<file path="src/rtl/sraml_arbiter_pkg.sv">
// Shared encodings for the sram-like arbiter: FSM states, owner ids and size codes.
package sraml_arbiter_pkg;

    typedef enum logic [1:0] {
        IDLE = 2'd0,
        LOCK = 2'd1,
        WAIT = 2'd2
    } state_e;

    localparam logic OWN_INST = 1'b0;
    localparam logic OWN_DATA = 1'b1;

    localparam logic [1:0] SIZE_W = 2'b10;

endpackage

</file>
<file path="src/rtl/sraml_arbiter.sv">
// Fixed-priority arbiter sharing one sram-like port between the inst and data masters.
// One transaction outstanding at a time; the grant is held from first request to data_ok.
//
// state | meaning
// IDLE  | no grant; the winning requester drives the port directly
// LOCK  | request issued to owner, addr_ok pending
// WAIT  | address accepted, data_ok pending
module sraml_arbiter
    import sraml_arbiter_pkg::*;
#(
    parameter bit DATA_PRIO = 1'b1
) (
    input  logic        clk,
    input  logic        rst,

    input  logic        inst_req_i,
    input  logic [1:0]  inst_size_i,
    input  logic [31:0] inst_addr_i,
    output logic        inst_addr_ok_o,
    output logic        inst_data_ok_o,
    output logic [31:0] inst_rdata_o,

    input  logic        data_req_i,
    input  logic        data_wr_i,
    input  logic [1:0]  data_size_i,
    input  logic [31:0] data_addr_i,
    input  logic [31:0] data_wdata_i,
    output logic        data_addr_ok_o,
    output logic        data_data_ok_o,
    output logic [31:0] data_rdata_o,

    output logic        m_req_o,
    output logic        m_wr_o,
    output logic [1:0]  m_size_o,
    output logic [31:0] m_addr_o,
    output logic [31:0] m_wdata_o,
    input  logic        m_addr_ok_i,
    input  logic        m_data_ok_i,
    input  logic [31:0] m_rdata_i
);

    state_e state_q, state_d;
    state_e state_cur;
    logic   owner_q, owner_d;
    logic   sel;
    logic   side;
    logic   side_req;
    logic   present;
    logic   aok_route;
    logic   dok_route;

    // A synchronous reset still has to look like IDLE in its own cycle.
    assign state_cur = rst ? IDLE : state_q;

    always_comb begin
        sel      = (data_req_i && (DATA_PRIO || !inst_req_i)) ? OWN_DATA : OWN_INST;
        side     = (state_cur == IDLE) ? sel : owner_q;
        side_req = (side == OWN_DATA) ? data_req_i : inst_req_i;
        present  = (state_cur != WAIT) && side_req;
    end

    always_comb begin
        aok_route = present && m_addr_ok_i;
        if (state_cur == WAIT) begin
            dok_route = m_data_ok_i;
        end else begin
            dok_route = present && m_addr_ok_i && m_data_ok_i;
        end
    end

    always_comb begin
        state_d = state_cur;
        owner_d = owner_q;
        case (state_cur)
            IDLE: begin
                if (present) begin
                    owner_d = sel;
                    if (m_addr_ok_i) begin
                        state_d = m_data_ok_i ? IDLE : WAIT;
                    end else begin
                        state_d = LOCK;
                    end
                end
            end
            LOCK: begin
                // owner withdrawing its request abandons the transaction
                if (!present) begin
                    state_d = IDLE;
                end else if (m_addr_ok_i) begin
                    state_d = m_data_ok_i ? IDLE : WAIT;
                end
            end
            WAIT: begin
                if (m_data_ok_i) begin
                    state_d = IDLE;
                end
            end
            default: state_d = IDLE;
        endcase
    end

    always_ff @(posedge clk) begin
        if (rst) begin
            state_q <= IDLE;
            owner_q <= OWN_INST;
        end else begin
            state_q <= state_d;
            owner_q <= owner_d;
        end
    end

    always_comb begin
        m_req_o   = present;
        m_wr_o    = 1'b0;
        m_size_o  = inst_size_i;
        m_addr_o  = inst_addr_i;
        m_wdata_o = 32'h0;
        if (side == OWN_DATA) begin
            m_wr_o    = data_wr_i;
            m_size_o  = data_size_i;
            m_addr_o  = data_addr_i;
            m_wdata_o = data_wdata_i;
        end
    end

    always_comb begin
        inst_addr_ok_o = 1'b0;
        inst_data_ok_o = 1'b0;
        data_addr_ok_o = 1'b0;
        data_data_ok_o = 1'b0;
        if (!rst) begin
            if (side == OWN_DATA) begin
                data_addr_ok_o = aok_route;
                data_data_ok_o = dok_route;
            end else begin
                inst_addr_ok_o = aok_route;
                inst_data_ok_o = dok_route;
            end
        end
    end

    assign inst_rdata_o = m_rdata_i;
    assign data_rdata_o = m_rdata_i;

endmodule

</file>
<file path="config.mk">
export PLATFORM = sky130hd
export DESIGN_NAME = sraml_arbiter
export DESIGN_NICKNAME = d
export VERILOG_FILES = /design/src/rtl/sraml_arbiter_pkg.sv /design/src/rtl/sraml_arbiter.sv
export SDC_FILE = /design/constraint.sdc
export NUM_CORES = 1
export LEC_CHECK = 0
export CAP_MARGIN = 20
export CORE_AREA = 2 2 105 107
export CTS_CLUSTER_DIAMETER = 80
export DETAILED_ROUTE_END_ITERATION = 12
export DIE_AREA = 0 0 107 109
export PLACE_DENSITY = 0.72
export SYNTH_ARGS = -nofsm -noshare
export SYNTH_HDL_FRONTEND = slang
export SYNTH_SLANG_ARGS = --single-unit
</file>
<file path="constraint.sdc">
create_clock -name clk -period 2.4 [get_ports clk]
set_input_delay 0.72 -clock clk [delete_from_list [all_inputs] [get_ports clk]]
set_output_delay 0.72 -clock clk [all_outputs]
set_load 0.1 [all_outputs]
</file>
# After elaboration in Yosys (flattened, before gate mapping)
# Cells that the tools add are included.
[op_classes] n_reduce_logical=5 n_eq_ne=3 mux=24
[op_table] operator="32-bit 2-to-1 mux" n=2
[op_table] operator="2-bit 2-to-1 mux" n=8
[op_table] operator="1-bit 2-to-1 mux" n=13
[op_table] operator="2-bit case mux with 3 select lines" n=1
[op_table] operator="1-bit logical AND" n=3
[op_table] operator="2-bit by 1-bit equality test with 1-bit output (second input constant)" n=1
[op_table] operator="2-bit equality test (second input constant)" n=1
[op_table] operator="2-bit zero test" n=1
[op_table] operator="2-bit != test (second input constant)" n=1
[op_table] operator="2-bit AND reduction" n=1
[word_totals] elab_cells=34 in_bits=139 register_bits=3

# Depth between registers and ports, before layout
[logic_depth] word_depth=10 depth_mapped=6 depth_no_buf=4

# Worst setup path before layout
# Ideal clock, no wire load.
[synth_timing] path_kind="input -> output" from="input rst" to="output inst_data_ok_o" cell_stages=5 setup_slack_ns=-4.439 t_required_ns=1.680 arrival_ns=6.119 cell_sequence="buf_2 -> nor4b_1 -> nor4_2 -> a21oi_1 -> nor4bb_1"
[synth_via] elab_chain_cells=10
[synth_rtl] item="start, declared" line_no="sraml_arbiter.sv:14" source="input logic rst,"
[synth_rtl] item="2-bit 2-to-1 mux (*)" line_no="sraml_arbiter.sv:53" source="assign state_cur = rst ? IDLE : state_q;"
[synth_rtl] item="2-bit zero test" line_no="sraml_arbiter.sv:57" source="side = (state_cur == IDLE) ? sel : owner_q;"
[synth_rtl] item="1-bit 2-to-1 mux" line_no="sraml_arbiter.sv:57"
[synth_rtl] item="1-bit 2-to-1 mux" line_no="sraml_arbiter.sv:58" source="side_req = (side == OWN_DATA) ? data_req_i : inst_req_i;"
[synth_rtl] item="1-bit logical AND (*)" line_no="sraml_arbiter.sv:59" source="present = (state_cur != WAIT) && side_req;"
[synth_rtl] item="named net m_req_o" line_no="sraml_arbiter.sv:32" source="output logic m_req_o,"
[synth_rtl] item="1-bit logical AND (*) (2 in series)" line_no="sraml_arbiter.sv:67" source="dok_route = present && m_addr_ok_i && m_data_ok_i;"
[synth_rtl] item="1-bit 2-to-1 mux (*)" line_no="sraml_arbiter.sv:64" source="if (state_cur == WAIT) begin"
[synth_rtl] item="1-bit 2-to-1 mux (*)" line_no="sraml_arbiter.sv:132" source="if (side == OWN_DATA) begin"
[synth_rtl] item="1-bit 2-to-1 mux (*)" line_no="sraml_arbiter.sv:131" source="if (!rst) begin"
[synth_rtl] item="end, declared" line_no="sraml_arbiter.sv:20" source="output logic inst_data_ok_o,"
# Mark *: on every way through the listed nets, which the timed path passes. The rest lies on a longest branch.

# Final worst setup path
[layout_timing] from="input rst" to="output m_addr_o[28]"
[layout_via] elab_chain_cells=4
[layout_rtl] item="2-bit 2-to-1 mux" line_no="sraml_arbiter.sv:53"
[layout_rtl] item="2-bit zero test" line_no="sraml_arbiter.sv:57"
[layout_rtl] item="1-bit 2-to-1 mux" line_no="sraml_arbiter.sv:57"
[layout_rtl] item="32-bit 2-to-1 mux" line_no="sraml_arbiter.sv:118" source="if (side == OWN_DATA) begin"
[layout_rtl] item="end, declared" line_no="sraml_arbiter.sv:35" source="output logic [31:0] m_addr_o,"
# Every way passes these cells.

==> impl_metrics.csv <==
group,metric,value,unit
setup_path,arrival,2160,ps
global_routing,overflow,0,
timing,period_share,120,%
global_routing,grt_max_degree,13,
timing,relSlewSlack,76.3,%
global_routing,grt_pass1_wl,9830,µm
synthesis,synth_cell_types,27,
detailed_routing,ant_nets,0,
status,status,"finished, violations left",
hold_path,hold_class,"reg -> reg",
synthesis,synth_area_leaders,"buf_4 (31%), mux2_4 (31%), nor2b_1 (11%)",
pwr,powerDensity,451,nW/µm²
placed_design,dp_worst_setup_slack,-805,ps
clocking,clk_path_buf_depth,2,
timing,rsz0062_at_grt,"yes",
setup_path,path_max_fanout,5,
synthesis,ys.flop_type,"dfxtp_1",
timing,setup_viol,72,
clocking,clkLatencyLatePin,210,ps
synthesis,ys_top_cells_by_count,"buf_4 (64), mux2_4 (32), nor2b_1 (27), and2b_1 (8)",
synthesis,synth_area,1550,µm²
clocking,numCtsBuffers,3,
detailed_routing,viasPerCell,3.79,
setup_path,start_kind,"input pin",
die,rows,38,
placed_design,placedInstanceArea,4080,µm²
die,die_h,109,µm
detailed_routing,drt-total-wl,7090,µm
layout,num_antenna_cells,0,
synthesis,synth_seq_cells,3,
placed_design,io_buffers,178,
status,violations,"setup timing",
detailed_routing,dr.pass1.iters,4,
timing,tightestPinTransition,351,ps
synthesis,ys_seq_area_share,3.87,%
timing,finalSetupTns,-29260,ps
die,initial_core_util,14.6,%
timing,setup_ws,-482,ps
die,die-area,11700,µm²
synthesis,ys_warn_count,0,
detailed_routing,drc_errors,0,
timing,hold_violations,0,
clocking,clock_sinks,3,
synthesis,synth_edf_count,0,
placed_design,gp_congestion,0.824,
layout,syn_to_final_growth,179,%
setup_path,worstPathRequired,1680,ps
global_routing,antenna_found_initial,0,
global_routing,grt_pass1_vias,1770,
die,coreArea,10600,µm²
layout,finalNetCount,441,
setup_path,r2r_slack,860,ps
timing,timing.fmax,347,MHz
pwr,vdd_ir_drop_max,0.000344,V
synthesis,synth_cells,168,
layout,drive_gt1_share,59.5,%
setup_path,path_class,"in -> out",
synthesis,syn_area_per_cell,9.24,µm²
die,die_w,107,µm
pwr,p_leak,1.88,nW
timing,skew,1.02,ps
clocking,cts-root-buf,"clkbuf_8",
synthesis,yosys.area.top_type,"buf_4",
synthesis,synth.top_cell.area_share,31.0,%
synthesis,async_flop_share,0,%
flow_run,cap_violations,0,
detailed_routing,drt_iter0_drc,33,
clocking,cts_tree,"yes",
clocking,cts.htree.levels,1,
layout,fin_area,4330,µm²
timing,maxSlewViolCount,0,
layout,fin_util,40.9,%
global_routing,grt_use_total,10.9,%
detailed_routing,avgRoutedWirePerCell,16.1,µm
synthesis,syn-num-nets,307,
die,io-pin-count,275,
timing,fin_crit,2880,ps
clocking,cts.clk_slew.worst_paths,30,ps
layout,fill_cells,973,
placed_design,dpl.hpwl,5890,µm
setup_path,end_kind,"output port",
detailed_routing,dr_total_vias,1673,
synthesis,yosysMostFrequentCell,"buf_4",
cells in the final DEF (no fill, tap or decap), types with 2 or more instances in the layout:
| cell type | n |
|---|---|
| nor2b_4 | 26 |
| mux2_4 | 34 |
| and2b_4 | 7 |
| buf_6 | 5 |
| buf_12 | 74 |
| nor2_1 | 2 |
| dfxtp_1 | 3 |
| clkdlybuf4s50_1 | 103 |
| buf_16 | 5 |
| buf_4 | 11 |
| a21oi_1 | 2 |
| o21ai_0 | 3 |
| nor4b_4 | 2 |
| clkbuf_8 | 3 |
per-layer routing:
metal  vias up  wire [µm]  GRT usage, %  share of wire, %
li1        766          -             -                 -
met1       772       2570          12.2                36
met2       131       3840          20.2                54
met3         4        655          3.77               9.2
met4         0         14          1.86              0.20
met5         -          0             0                 0
registers in the layout (all words and copies together), names as in the netlist:
name	flops
state_q	2
owner_q	1
final cells by class:
type                    instances  area [µm²]  area share, %
well taps                     140         175           4.04
flip-flops and latches          3        60.1           1.39
repair buffers                202        2840           65.6
clock buffers                   4        45.0           1.04
multi-input cells              92        1210           27.9
power breakdown:
group          switching [W]  internal [W]  leakage, nW
combinational       0.000987      0.000765         1.83
clock              0.0000322      0.000113       0.0228
sequential        0.00000301     0.0000536       0.0248
stage by stage:
step,instances,total power [W],hold slack (ps)
after floorplan,168,0.00160,457
after global placement,427,0.00173,522
after detailed placement,427,0.00175,535
after CTS,439,0.00197,535
after global routing,441,0.00201,562
final,441,0.00195,544
timing repair:
action	in CTS	in global routing
buffers inserted	3	5
resized for setup	17	11
cloned	5	1
setup endpoints to repair	72	72
hold buffers	0	0
pin swaps	4	7
critical path, stage by stage:
cell       delay, ps
buf_8            100
or3b_4           370
and2_4           190
buf_6            140
clkbuf_16        150
mux2_4           310
buf_12           170
logic make-up (layout without fill, tap and decap cells):
family                 Yosys count  count (layout)  synth area share (%)
buffers and inverters           73             206                  37.4
and+or+nand+nor                 51              51                  23.9
muxes                           34              34                  32.4
AOI/OAI and AO/OA                7               7                  2.42
DFF                              3               3                  3.87
worst paths after layout:
path,depth (start not counted),from,to
worst min-delay path,2,state_q[1],state_q[0]
worst max-delay path,7,rst,m_addr_o[28]
worst max register to register,5,state_q[0],state_q[0]
worst min register to register,2,state_q[1],state_q[0]
No activity file was read; power rests on OpenSTA's default activity.
